[src/rtl/counter_timer_ctrl_if.sv]
// counter_timer_ctrl_if
//   Control/status bundle between a host sequencer and counter_timer_ctrl.
//
//   Signalling: there is no valid/ready pair. start, stop and hold are
//   levels sampled on every rising clock edge, and limit is sampled together
//   with an accepted start (or an auto-reload). The status outputs q, busy,
//   done and state are registered and valid in every cycle.
//
//   Ports (master = host side, slave = timer side):
//     start  host->timer  1      begin a run (accepted in IDLE and DONE)
//     stop   host->timer  1      abort the run, return to IDLE
//     hold   host->timer  1      freeze counting while high during a run
//     limit  host->timer  WIDTH  terminal count for the next run
//     q      timer->host  WIDTH  current count
//     busy   timer->host  1      high in RUN or PAUSE
//     done   timer->host  1      one-cycle completion pulse
//     state  timer->host  2      IDLE=00 RUN=01 PAUSE=10 DONE=11
interface counter_timer_ctrl_if #(
   parameter int WIDTH = 4
);
   logic             start;
   logic             stop;
   logic             hold;
   logic [WIDTH-1:0] limit;
   logic [WIDTH-1:0] q;
   logic             busy;
   logic             done;
   logic [1:0]       state;

   modport master (
      output start, stop, hold, limit,
      input  q, busy, done, state
   );

   modport slave (
      input  start, stop, hold, limit,
      output q, busy, done, state
   );
endinterface

[src/rtl/counter_timer_ctrl.sv]
// counter_timer_ctrl
//   Start/stop programmable interval timer around a WIDTH-bit up-counter,
//   with hold, terminal-count detection and a one-cycle completion pulse.
//
//   Optional feature macro: AUTO_RELOAD_EN
//     defined   : DONE with no start/stop reloads limit and runs again
//                 (periodic timer, period limit+2 cycles)
//     undefined : DONE with no start/stop returns to IDLE, q keeps limit
//
//   Ports:
//     clk  in   rising-edge clock
//     clr  in   asynchronous active-low reset
//     bus  slave modport of counter_timer_ctrl_if (start/stop/hold/limit
//          in; q/busy/done/state out, all registered)
//
//   Priority at every edge: clr > stop > start (IDLE/DONE only) > hold >
//   terminal count > increment.
module counter_timer_ctrl #(
   parameter int WIDTH = 4
) (
   input  logic                  clk,
   input  logic                  clr,
   counter_timer_ctrl_if.slave   bus
);

   typedef enum logic [1:0] {
      S_IDLE  = 2'b00,
      S_RUN   = 2'b01,
      S_PAUSE = 2'b10,
      S_DONE  = 2'b11
   } state_t;

   localparam logic [WIDTH-1:0] ONE = {{(WIDTH-1){1'b0}}, 1'b1};

   state_t           state_r;
   state_t           state_nxt;
   logic [WIDTH-1:0] q_r;
   logic [WIDTH-1:0] q_nxt;
   logic [WIDTH-1:0] limit_r;
   logic [WIDTH-1:0] limit_nxt;
   logic             busy_r;
   logic             done_r;

   always_ff @(posedge clk or negedge clr) begin
      if (!clr) begin
         state_r <= S_IDLE;
         q_r     <= '0;
         limit_r <= '0;
         busy_r  <= 1'b0;
         done_r  <= 1'b0;
      end else begin
         state_r <= state_nxt;
         q_r     <= q_nxt;
         limit_r <= limit_nxt;
         // Flags are decoded from the next state so they change on the same
         // edge as state and still come straight out of flops.
         busy_r  <= (state_nxt == S_RUN) || (state_nxt == S_PAUSE);
         done_r  <= (state_nxt == S_DONE);
      end
   end

   always_comb begin
      state_nxt = state_r;
      q_nxt     = q_r;
      limit_nxt = limit_r;
      unique case (state_r)
         S_IDLE: begin
            if (bus.stop) begin
               q_nxt = '0;
            end else if (bus.start) begin
               state_nxt = S_RUN;
               q_nxt     = '0;
               limit_nxt = bus.limit;
            end
         end
         S_RUN: begin
            if (bus.stop) begin
               state_nxt = S_IDLE;
               q_nxt     = '0;
            end else if (bus.hold) begin
               state_nxt = S_PAUSE;
            end else if (q_r == limit_r) begin
               // Terminal test before increment keeps q from wrapping.
               state_nxt = S_DONE;
            end else begin
               q_nxt = q_r + ONE;
            end
         end
         S_PAUSE: begin
            if (bus.stop) begin
               state_nxt = S_IDLE;
               q_nxt     = '0;
            end else if (!bus.hold) begin
               // Resume edge only changes state; counting restarts next edge.
               state_nxt = S_RUN;
            end
         end
         S_DONE: begin
            if (bus.stop) begin
               state_nxt = S_IDLE;
               q_nxt     = '0;
            end else if (bus.start) begin
               state_nxt = S_RUN;
               q_nxt     = '0;
               limit_nxt = bus.limit;
            end else begin
`ifdef AUTO_RELOAD_EN
               state_nxt = S_RUN;
               q_nxt     = '0;
               limit_nxt = bus.limit;
`else
               // One-shot: q already equals limit_r and simply holds.
               state_nxt = S_IDLE;
`endif
            end
         end
         default: begin
            state_nxt = S_IDLE;
            q_nxt     = '0;
         end
      endcase
   end

   assign bus.q     = q_r;
   assign bus.busy  = busy_r;
   assign bus.done  = done_r;
   assign bus.state = state_r;

endmodule

[src/flat_wrapper.sv]
// flat-port wrapper written by rule: the top's interface ports become plain ports
module counter_timer_ctrl_flat 
#(
   parameter int WIDTH = 4
)
  (clk, clr, bus_start, bus_stop, bus_hold, bus_limit, bus_q, bus_busy, bus_done, bus_state);
  counter_timer_ctrl_if #(.WIDTH(WIDTH)) bus_i ();
  input  logic clk;
  input  logic clr;
  input wire logic [$bits(bus_i.start)-1:0] bus_start;
  input wire logic [$bits(bus_i.stop)-1:0] bus_stop;
  input wire logic [$bits(bus_i.hold)-1:0] bus_hold;
  input wire logic [$bits(bus_i.limit)-1:0] bus_limit;
  output wire logic [$bits(bus_i.q)-1:0] bus_q;
  output wire logic [$bits(bus_i.busy)-1:0] bus_busy;
  output wire logic [$bits(bus_i.done)-1:0] bus_done;
  output wire logic [$bits(bus_i.state)-1:0] bus_state;
  assign bus_i.start = bus_start;
  assign bus_i.stop = bus_stop;
  assign bus_i.hold = bus_hold;
  assign bus_i.limit = bus_limit;
  assign bus_q = bus_i.q;
  assign bus_busy = bus_i.busy;
  assign bus_done = bus_i.done;
  assign bus_state = bus_i.state;
  counter_timer_ctrl #(.WIDTH(WIDTH)) u_core (.clk(clk), .clr(clr), .bus(bus_i));
endmodule
[config.mk]
export PLATFORM = sky130hd
export DESIGN_NAME = counter_timer_ctrl_flat
export DESIGN_NICKNAME = d
export VERILOG_FILES = /design/src/rtl/counter_timer_ctrl_if.sv /design/src/rtl/counter_timer_ctrl.sv /design/src/flat_wrapper.sv
export SDC_FILE = /design/constraint.sdc
export NUM_CORES = 1
export LEC_CHECK = 0
export ABC_AREA = 1
export CORE_UTILIZATION = 30
export DETAILED_ROUTE_END_ITERATION = 10
export HOLD_SLACK_MARGIN = 0.02
export PLACE_DENSITY = 0.6
export SLEW_MARGIN = 10
export SYNTH_ARGS = -nofsm -noshare
export SYNTH_HDL_FRONTEND = slang
export SYNTH_SLANG_ARGS = --single-unit
[constraint.sdc]
create_clock -name clk -period 4.7 [get_ports clk]
set_input_delay 0.94 -clock clk [delete_from_list [all_inputs] [get_ports clk]]
set_output_delay 0.94 -clock clk [all_outputs]
set_load 0.01 [all_outputs]
### Word-level counts from Yosys, hierarchy flattened

Index checks and enable logic that the tools add are counted.

| cells by class | value |
|---|---|
| $add $sub $neg | 1 |
| equal/unequal tests | 11 |
| multiplexer cells | 17 |
| bitwise gates (word level) | 1 |
| reduce and logical (&&, ||, !) cells | 5 |

Operators by type and width:

| kind | number |
|---|---|
| $mux W4 | 6 |
| $mux W2 | 8 |
| $pmux W4 S3 | 1 |
| $eq A2 B2 Y1 const B | 4 |
| $pmux W2 S4 | 1 |
| $ne A3 B3 Y1 const B | 2 |
| $add A4 B1 Y4 const B | 1 |
| $eq A2 B1 Y1 const B | 2 |
| $eq A4 B4 Y1 | 1 |
| $reduce_and A4 Y1 | 1 |
| $ne A3 B1 Y1 const B | 1 |
| $reduce_and A3 Y1 | 1 |
| $logic_not A2 Y1 | 1 |
| $ne A2 B2 Y1 const B | 1 |
| $reduce_or A2 Y1 | 1 |
| $logic_or A1 B1 Y1 | 1 |
| $mux W1 | 1 |
| $not A1 Y1 | 1 |

| storage, ports and cells | value |
|---|---|
| bits in registers | 12 |
| bits of input ports | 9 |
| output and inout bits | 8 |
| word-level logic and storage cells | 40 |

### Logic depth before layout (Yosys ltp)

Gate-level depths: netlist of run 1.

| logic depth | value |
|---|---|
| depth in word-level cells | 7 |
| gate-level depth with buffers | 11 |
| depth with buffers taken out | 11 |

### Worst setup path after synthesis of run 1

Ideal clock, no wire load.

| timing path | value |
|---|---|
| kind | input -> register |
| start point | input bus_stop |
| end point | register u_core.busy_r, in the netlist u_core.bus.busy |
| library setup time | 0.126 ns |
| data arrival time | 1.767 ns |
| data required time | 4.574 ns |
| setup slack | 2.807 ns |
| cell stages on the path | 8 |
| path buffers | 0 |
| cell sequence | nor2_1 -> nand2_1 -> nor2_2 -> nand3_4 -> nand2_4 -> nand2_2 -> a21oi_2 -> ha_1 |

| on the way | value |
|---|---|
| cells in the longest elaborated chain, start to end | 4 |
| elaborated cells between the ends (all ways) | 8 |
| classes of those cells | 2 x eq/ne; 5 x mux; 1 x reduce/logical |

Ends and longest elaborated chain:

| item | RTL line | source |
|---|---|---|
| from (decl) | flat_wrapper.sv:11 | `input wire logic [$bits(bus_i.stop)-1:0] bus_stop;` |
| $mux W2 (on tied branches) | n/a |  |
| $pmux W2 S4 * | counter_timer_ctrl.sv:66 | `unique case (state_r)` |
| via u_core.state_nxt[0] | counter_timer_ctrl.sv:36 | `state_t state_nxt;` |
| $eq A2 B1 Y1 or $eq A2 B2 Y1 (tied branches) | counter_timer_ctrl.sv:57 | `busy_r <= (state_nxt == S_RUN) \|\| (state_nxt == S_PAUSE);` |
| $logic_or A1 B1 Y1 * | counter_timer_ctrl.sv:57 |  |
| to (signal assigned) | counter_timer_ctrl.sv:57 |  |
| to (decl) | counter_timer_ctrl.sv:41 | `logic busy_r;` |

Mark *: on every way through the listed nets, which the timed path passes. The rest lies on a longest branch.
A chain may end at the register's enable or synchronous reset.

### Worst setup path after layout of run 1

| timing path | value |
|---|---|
| start point | register u_core.state_r[0], in the netlist u_core.bus.state[0] |
| end point | output bus_state[0] |

RTL lines:

| item | RTL line | source |
|---|---|---|
| from (decl) | counter_timer_ctrl.sv:35 | `state_t state_r;` |
| from (signal assigned) | counter_timer_ctrl.sv:52 | `state_r <= state_nxt;` |
| to (decl) | flat_wrapper.sv:17 | `output wire logic [$bits(bus_i.state)-1:0] bus_state;` |

No word-level cell between the ends.

==> reports/metrics.csv, run 1 <==
metric,value,unit
Reg area,300.3,um2
CP endpoint kind,output pin,
area delta synth->final,30.26,%
post-DR vias/cell,4.446,
Peak supply drop,350.2,uV
Placed Cells,144,
layout cells sized above 1,0.1695,
Filler cells,248,
post-route ant nets,0,
sequential-to-total area share from yosys stat,0.3883,
cell internal pwr,295.0,uW
Sw Share,0.4087,
highest clock rate,437.6,MHz
Nets,134,
"commonest non-fill, non-tap cell in the layout",nand2_1,
worst hold slack,0.5297,ns
flop-to-flop setup slack,2.88,ns
final setup fails,0,
Netlist Area Pre-Place,773.2,um2
multi-input logic area,412.9,um2
post-synthesis adder-cell area fraction,0.09709,
syn avg cell area,7.890,um2
grt total ovfl,0,
Synth Area in Compound Gates,0.08252,
Post-Synth XOR/XNOR Area,0.01133,
CP Launch Type,register,
clk_lat worst skew,0.28,ns
Die Area,0.002785,mm2
status,"finished, final reports clean",
pin slew with the least headroom to its limit,0.5234,ns
Fin Setup TNS,0,ns
pwr dens,495.3,mW/mm2
Placeable Area,0.002455,mm2
vias in the first global route,639,
die width,52.77,um
largest net degree at the start of global routing,13,
Flop pwr share,0.356,
first-pass GRT wire length,2684,um
most frequent cells in the layout,"nand2_1, clkdlybuf4s50_1, dfrtp_1",
root buffer cell,clkbuf_4,
reg2reg end,u_core.bus.busy$_DFF_PN0_,
Logic pwr share,0.476,
worst path required time,3.76,ns
cell family with most CP delay,buffers and inverters,
crit path cell chain,clkdlybuf4s50_1,
Iteration-0 DRC Markers,4,
clk_skew,0.001911,ns
TritonCTS buffer count,3,
CP max-delay cell,clkdlybuf4s50_1,
# diodes,0,
Synth Warn #,0,
Placer Congestion,0.7463,
Total Power,498.9,uW
crit path max fanout,6,
Worst R2R Path Depth,11,
routed len/inst,10.55,um
Simple-Gate Fraction of Synth Area,0.3139,
synthesized net count,113,
Vias,658,
Max-Cap Viols,0,
fin crit share,0.4862,
clock power share,0.168,
Vert. Die Dim,52.77,um
count of cell types in the netlist,22,
GRT Resource Usage Total,0.1356,
clock sink count,12,
Place WS,2.120,ns
antenna violations before repair,0,
RSZ-0062 raised after global routing,no,
Worst EP arrival,1.35,ns
initial core utilization,0.3150,
main combinational cell family by area after synthesis,simple AND/OR/NAND/NOR gates,
#FFs+latches synth,12,
Residual DRC,0,
minimum clock period,2.285,ns
Leak,0.0005002,uW
Critical Path End,bus_state[0],
Crit Path Class,reg2out,
reg-to-reg startpoint,u_core.bus.state[1]$_DFF_PN0_,
relative slew slack,0.6500,
# rows,18,
post-synthesis mux area share,0.02913,
final-report hold violation count,0,
CP max stage delay,0.59,ns
Worst path depth,1,
post-CTS setup buffers,0,
Post-CTS Resized,0,
hold crit path type,reg2reg,
WP buf/inv,1,
CTS tree,done,
H-tree depth,1,
Final Max Tran Viols,0,
final WL,1562,um
TritonRoute pass-1 iters,4,
Sw Pwr,203.9,uW
Longest Clk Path Bufs,2,
Mapped Cells,98,
io pins,17,
input/output buffers,16,
Setup WS post-layout,2.415,ns
fin cells,148,
hold_buf cts,0,
DP HPWL,1242,um
"Clk pin slew, worst setup/hold paths",0.08,ns
CP startpoint,u_core.bus.state[0]$_DFF_PN0_,
[per-layer routing]
metal  wire length (um)  vias up  global-route usage
met5                  0        -                   0
li1                   -      346                   -
met3                 99        0             0.07246
met1                738      299              0.1626
met4                  0        0             0.02632
met2                724       13              0.2131
[area by class of cell]
cell class / instances / area share
clock buffers: 4 / 0.03602
inverters: 16 / 0.05963
flip-flops and latches: 12 / 0.2981
repair buffers: 16 / 0.1590
multi-input cells: 70 / 0.4099
well taps: 30 / 0.03727
[power by group through the flow]
stage / clock [uW] / sequential, uW / combinational [uW]
floorplan: 0 / 179 / 156
global placement: 0 / 178 / 240
detailed placement: 0 / 179 / 241
CTS: 84.2 / 177 / 243
global route: 91.3 / 183 / 274
finish: 83.7 / 177 / 238
[cells by family (layout without fill, tap and decap cells)]
| logic type | count (synthesis) | after routing |
|---|---|---|
| simple gates | 51 | 51 |
| buf+inv | 16 | 36 |
| flops | 12 | 12 |
| compound gates | 10 | 10 |
| fa+ha+maj | 6 | 6 |
| mux | 2 | 2 |
| xor+xnor | 1 | 1 |
[registers in the layout, indices dropped and copies added (netlist names)]
signal	flops
u_core.bus.q	4
u_core.bus.done	1
u_core.bus.state	2
u_core.limit_r	4
u_core.bus.busy	1
[worst min-delay path by stage]
stage	slack [ns]	end	depth (start not counted)	start
2_1_floorplan	0.49	u_core.limit_r[1]$_DFFE_PN0P_	1	u_core.limit_r[1]$_DFFE_PN0P_
3_3_place_gp	0.50	u_core.limit_r[1]$_DFFE_PN0P_	1	u_core.limit_r[1]$_DFFE_PN0P_
3_5_place_dp	0.51	u_core.limit_r[1]$_DFFE_PN0P_	1	u_core.limit_r[1]$_DFFE_PN0P_
4_1_cts	0.53	u_core.limit_r[1]$_DFFE_PN0P_	1	u_core.limit_r[1]$_DFFE_PN0P_
5_1_grt	0.54	u_core.limit_r[1]$_DFFE_PN0P_	1	u_core.limit_r[1]$_DFFE_PN0P_
6_report	0.53	u_core.limit_r[1]$_DFFE_PN0P_	1	u_core.limit_r[1]$_DFFE_PN0P_
[cells in the mapped netlist]
cell type | n | share of area
o21ai_1 | 1 | 0.0065
nor2_2 | 3 | 0.024
o21ai_0 | 1 | 0.0065
a21oi_2 | 1 | 0.011
nor3_1 | 1 | 0.0065
nand3_4 | 1 | 0.023
mux2_1 | 2 | 0.029
nand3b_2 | 1 | 0.015
nand2_2 | 3 | 0.024
o211ai_1 | 1 | 0.0097
a21oi_1 | 5 | 0.032
nand2_4 | 1 | 0.015
nand3_1 | 1 | 0.0065
inv_2 | 5 | 0.024
xnor2_1 | 1 | 0.011
inv_1 | 11 | 0.053
nor4_1 | 2 | 0.016
ha_1 | 6 | 0.097
nand2_1 | 29 | 0.14
dfrtp_1 | 12 | 0.39
o22ai_2 | 1 | 0.016
nor2_1 | 9 | 0.044
[through the flow]
stage | utilization | cell area [um2]
2_1_floorplan | - | 773.2
3_3_place_gp | 0.3955 | 970.9
3_5_place_dp | 0.3955 | 970.9
4_1_cts | 0.4103 | 1007
5_1_grt | 0.4103 | 1007
6_report | 0.4103 | 1007
Note: power is estimated with default switching activity, not from simulation.
==> run 2, diff against run 1 <==
- clock period: 4.7 -> 2.35 ns (I/O delays scaled with it)
==> run 2 against run 1 <==
Cell count is the same. Via count grew 1.4%. Critical path depth grew 10. Design area is the same. Global-route usage shrank 0.67 points. Setup slack lost 1.9 ns. Clock-buffer cell count is the same. Sequential share of layout area is the same. Largest power group unchanged.
==> reports/metrics.csv, run 2 (synthesis gave the netlist of run 1 again) <==
metric,value,unit,change
# diodes,0,,unchanged
worst path required time,2.51,ns,-1.25 ns
grt total ovfl,0,,unchanged
reg2reg end,u_core.bus.busy$_DFF_PN0_,,
Crit Path Class,reg2reg,,
initial core utilization,0.3150,,unchanged
"Clk pin slew, worst setup/hold paths",0.08,ns,about the same
flop-to-flop setup slack,0.51,ns,-2.37 ns
post-DR vias/cell,4.507,,+1.4%
io pins,17,,unchanged
clk_lat worst skew,0.27,ns,about the same
WHS Path Cells,1,,unchanged
final-report hold violation count,0,,unchanged
area delta synth->final,30.26,%,unchanged
Vias,667,,+1.4%
status,"finished, final reports clean",,
Max-Cap Viols,0,,unchanged
RSZ-0062 raised after global routing,no,,
input/output buffers,16,,unchanged
pwr dens,990.0,mW/mm2,+100%
Longest Clk Path Bufs,2,,unchanged
largest net degree at the start of global routing,13,,unchanged
Total Power,997.1,uW,+100%
Vert. Die Dim,52.77,um,unchanged
worst hold slack,0.5237,ns,-0.006030 ns
root buffer cell,clkbuf_4,,
post-CTS setup buffers,0,,unchanged
Iteration-0 DRC Markers,6,,+2
Leak,0.0005002,uW,unchanged
first-pass GRT wire length,2580,um,-3.9%
relative slew slack,0.6443,,-0.005675
hold crit path type,reg2reg,,
CTS tree,done,,
clk_skew,0.006565,ns,+0.004655 ns
final setup fails,0,,unchanged
Post-CTS Resized,0,,unchanged
pin slew with the least headroom to its limit,0.5319,ns,+0.008486 ns
Fin Setup TNS,0,ns,unchanged
GRT Resource Usage Total,0.1289,,-0.006676
most frequent cells in the layout,"nand2_1, clkdlybuf4s50_1, dfrtp_1",,
Residual DRC,0,,unchanged
die width,52.77,um,unchanged
routed len/inst,10.62,um,+0.64%
Worst R2R Path Depth,11,,unchanged
crit path max fanout,5,,-1
Hold Startpoint,u_core.limit_r[1]$_DFFE_PN0P_,,
final WL,1572,um,+0.64%
Placer Congestion,0.7462,,about the same
DP HPWL,1268,um,+2.1%
hold_buf cts,0,,unchanged
post-route ant nets,0,,unchanged
Hold EP,u_core.limit_r[1]$_DFFE_PN0P_,,
Die Area,0.002785,mm2,unchanged
reg-to-reg startpoint,u_core.bus.state[1]$_DFF_PN0_,,
cell mode on critical path,ha_1,,
fin crit share,0.7832,,
Peak supply drop,652.9,uV,+86%
Worst EP arrival,2.00,ns,+0.65 ns
vias in the first global route,638,,-0.16%
CP Launch Type,register,,
Placeable Area,0.002455,mm2,unchanged
crit path cell chain,inv_1 -> ha_1 -> inv_2 -> nor2_1 -> nand2_1 -> nor2_2 -> nand3_4 -> nand2_4 -> nand2_2 -> a21oi_2 -> ha_1,,
Final Max Tran Viols,0,,unchanged
highest clock rate,543.3,MHz,
# rows,18,,unchanged
antenna violations before repair,0,,unchanged
H-tree depth,1,,unchanged
minimum clock period,1.841,ns,
TritonRoute pass-1 iters,3,,-1
"commonest non-fill, non-tap cell in the layout",nand2_1,,
CP max-delay cell,dfrtp_1,,
layout cells sized above 1,0.1695,,unchanged
CP max stage delay,0.44,ns,-0.15 ns
CP endpoint kind,register,,
Nets,134,,unchanged
clock sink count,12,,unchanged
Filler cells,254,,+2.4%
TritonCTS buffer count,3,,unchanged
-- run 2: cell counts in the layout (fill, tap and decap cells not counted) --
Identical to the previous run, type by type.
-- run 2: worst max-delay path, delay by kind of cell (launching register included) --
| kind | cells | cell delay [ns] |
|---|---|---|
| AO/OA/AOI/OAI | 1 | 0.15 |
| flip-flops | 1 | 0.44 |
| adder cells (fa/ha/maj) | 2 | 0.45 |
| buffers and inverters | 2 | 0.18 |
| AND/OR/NAND/NOR | 6 | 0.50 |
-- run 2: final cells by class --
cell class / count / area [um2] / share of cell area
clock buffers: 4 / 36.28 / 0.03602
well taps: 30 / 37.54 / 0.03727
flip-flops and latches: 12 / 300.3 / 0.2981
repair buffers: 16 / 160.2 / 0.1590
inverters: 16 / 60.06 / 0.05963
multi-input cells: 70 / 412.9 / 0.4099
-- run 2: report_power, final --
| part | switching [uW] | internal, uW | leakage, uW |
|---|---|---|---|
| clock network | 69.0 | 94.1 | 0.0000210 |
| registers | 73.9 | 280 | 0.000152 |
| logic | 263 | 217 | 0.000327 |
-- run 2: worst max path at each step --
| stage | from | endpoint | slack (ns) | depth (start not counted) |
|---|---|---|---|---|
| 6_report | u_core.bus.state[1]$_DFF_PN0_ | u_core.bus.busy$_DFF_PN0_ | 0.51 | 11 |
| 5_1_grt | u_core.bus.state[1]$_DFF_PN0_ | u_core.bus.busy$_DFF_PN0_ | 0.33 | 11 |
| 4_1_cts | u_core.bus.state[1]$_DFF_PN0_ | u_core.bus.busy$_DFF_PN0_ | 0.49 | 11 |
| 3_5_place_dp | bus_stop | u_core.bus.busy$_DFF_PN0_ | 0.23 | 9 |
| 3_3_place_gp | bus_stop | u_core.bus.busy$_DFF_PN0_ | 0.25 | 9 |
| 2_1_floorplan | u_core.bus.state[1]$_DFF_PN0_ | u_core.bus.busy$_DFF_PN0_ | 0.64 | 11 |
-- run 2: through the flow --
stage	instance area, um2	instances	setup slack (ns)	utilization
3_3_place_gp	970.9	144	0.2511	0.3955
3_5_place_dp	970.9	144	0.2283	0.3955
2_1_floorplan	773.2	98	0.6422	-
6_report	1007	148	0.5095	0.4103
4_1_cts	1007	148	0.4900	0.4103
5_1_grt	1007	148	0.3328	0.4103
-- run 2: routing by layer --
layer | global-route usage | vias up | share of wire
li1 | - | 347 | -
met1 | 0.1554 | 306 | 0.48
met2 | 0.2110 | 14 | 0.48
met3 | 0.06377 | 0 | 0.046
met4 | 0.01316 | 0 | 0
met5 | 0 | - | 0
==> run 3, diff against run 2 <==
- PLACE_DENSITY: 0.6 -> 0.62
- clock period: 2.35 -> 1.6 ns (I/O delays scaled with it)
==> run 3 against run 2 <==
The flow now finishes with violations (negative setup slack). Flip-flop and latch count did not move. Clock skew fell by 0.0053 ns. Via count rose by 4.5%. Total power rose by 57%. Routed wire length rose by 1.5%. Largest cell class unchanged.
==> reports/metrics.csv, run 3 (synthesis gave the netlist of run 1 again) <==
metric,value,unit,change
Vert. Die Dim,52.77,um,unchanged
antenna violations before repair,0,,unchanged
die width,52.77,um,unchanged
clock sink count,12,,unchanged
Setup WS post-layout,-0.02531,ns,-0.5348 ns
vias in the first global route,664,,+4.1%
hold_buf cts,0,,unchanged
Peak supply drop,1040,uV,+59%
Final Max Tran Viols,0,,unchanged
CP Launch Type,register,,
io pins,17,,unchanged
worst hold slack,0.4023,ns,-0.1213 ns
final WL,1595,um,+1.5%
relative slew slack,0.6421,,-0.002153
Leak,0.0006186,uW,+24%
highest clock rate,615.3,MHz,+13%
reg-to-reg startpoint,u_core.bus.state[1]$_DFF_PN0_,,
"Clk pin slew, worst setup/hold paths",0.07,ns,about the same
cell mode on critical path,inv_2,,
final-report hold violation count,0,,unchanged
minimum clock period,1.625,ns,-0.2152 ns
Die Area,0.002785,mm2,unchanged
routed len/inst,9.785,um,-7.9%
RSZ-0062 raised after global routing,yes,,
largest net degree at the start of global routing,13,,unchanged
flop-to-flop setup slack,-0.03,ns,-0.53 ns
# rows,18,,unchanged
cell family with most CP delay,simple AND/OR/NAND/NOR gates,,
pwr dens,1385,mW/mm2,+40%
input/output buffers,16,,unchanged
Residual DRC,0,,unchanged
grt total ovfl,0,,unchanged
Nets,149,,+11%
CP endpoint kind,register,,
status,"complete, but fails checks",,
pin slew with the least headroom to its limit,0.5351,ns,+0.003220 ns
CTS tree,done,,
"commonest non-fill, non-tap cell in the layout",nand2_1,,
H-tree depth,1,,unchanged
DP HPWL,1373,um,+8.2%
Max-Cap Viols,0,,unchanged
TritonCTS buffer count,3,,unchanged
first-pass GRT wire length,2553,um,-1.0%
Worst R2R Path Depth,11,,unchanged
Placer Congestion,0.7746,,+3.8%
# diodes,0,,unchanged
violated checks,negative setup slack,,
Iteration-0 DRC Markers,4,,-2
clk_lat worst skew,0.26,ns,about the same
root buffer cell,clkbuf_4,,
layout cells sized above 1,0.3083,,+0.1388
Placeable Area,0.002455,mm2,unchanged
WP buf/inv,2,,unchanged
post-DR vias/cell,4.276,,-5.1%
Area after DPL,0.001091,mm2,+12%
Crit Path Class,reg2reg,,
crit path max fanout,4,,-1
crit path cell chain,inv_2 -> ha_4 -> inv_2 -> nor2_1 -> nand2_1 -> nor2_2 -> nand3_4 -> nand2_4 -> nand2_2 -> a21oi_2 -> ha_1,,
Vias,697,,+4.5%
most frequent cells in the layout,"nand2_1, buf_4, clkdlybuf4s50_1",,
worst path required time,1.75,ns,-0.76 ns
CP max stage delay,0.42,ns,-0.02 ns
hold crit path type,in2async,,
fin crit share,1.016,,+0.2326
post-route ant nets,0,,unchanged
post-route cell area,0.001134,mm2,+13%
TritonRoute pass-1 iters,3,,unchanged
CP max-delay cell,dfrtp_2,,
Longest Clk Path Bufs,2,,unchanged
Worst EP arrival,1.78,ns,-0.22 ns
reg2reg end,u_core.bus.busy$_DFF_PN0_,,
area delta synth->final,46.60,%,
clk_skew,0.001238,ns,-0.005328 ns
final setup fails,1,,+1
initial core utilization,0.3150,,unchanged
GRT Resource Usage Total,0.1285,,-0.0003684
[run 3: changes by cell type in the layout (fill, tap and decap cells not counted), moves of 2 or more]
cell and delta:
buf_4 +15, clkdlybuf4s50_1 -5, dfrtp_1 -5, dfrtp_2 +5, dlymetal6s2s_1 +3, dlygate4sd2_1 +2
[run 3: repair_timing]
action                                  4_1_cts  5_1_grt
hold endpoints to repair                      0        0
pin swaps                                     1        0
gates resized for setup                       5        3
endpoints found under the setup margin        6        6
setup buffers                                 0        1
[run 3: final cells by class]
cell class	count	area, um2
clock buffer	4	26.28
sequential	12	306.5
timing repair buffer	31	277.8
inverter	16	60.06
fill	246	1321
multi-input combinational	70	425.4
tap	30	37.54
[run 3: layer usage]
metal  up-vias  part of all wire  GRT usage
met4         0                 0    0.03509
met2         9              0.52     0.2257
li1        376                 -          -
met5         -                 0          0
met3         0             0.042    0.06087
met1       312              0.44     0.1354
[run 3: worst max path at each step]
stage,endpoint,cells after the start,startpoint,slack [ns]
6_report,u_core.bus.busy$_DFF_PN0_,11,u_core.bus.state[1]$_DFF_PN0_,-0.03
5_1_grt,u_core.bus.busy$_DFF_PN0_,11,u_core.bus.state[1]$_DFF_PN0_,-0.14
4_1_cts,u_core.bus.busy$_DFF_PN0_,11,u_core.bus.state[1]$_DFF_PN0_,-0.07
3_5_place_dp,u_core.bus.busy$_DFF_PN0_,9,bus_stop,-0.28
3_3_place_gp,u_core.bus.busy$_DFF_PN0_,9,bus_stop,-0.23
2_1_floorplan,u_core.bus.busy$_DFF_PN0_,11,u_core.bus.state[1]$_DFF_PN0_,-0.05
[run 3: where the power goes]
group          leakage [uW]  switching (uW)  internal [uW]
combinational      0.000459             431            431
sequential         0.000144            96.2            419
clock             0.0000150            96.0           96.3
total              0.000619             623            947
[run 3: metrics by stage]
stage | total power [uW] | TNS [ns] | setup WS, ns | utilization | std cells
3_5_place_dp | 1385 | -1.048 | -0.2759 | 0.4444 | 158
3_3_place_gp | 1368 | -0.7699 | -0.2282 | 0.4444 | 158
5_1_grt | 1709 | -0.1552 | -0.1386 | 0.4618 | 163
2_1_floorplan | 1008 | -0.05117 | -0.05117 | - | 98
4_1_cts | 1575 | -0.06601 | -0.06601 | 0.4557 | 162
6_report | 1570 | -0.02531 | -0.02531 | 0.4618 | 163
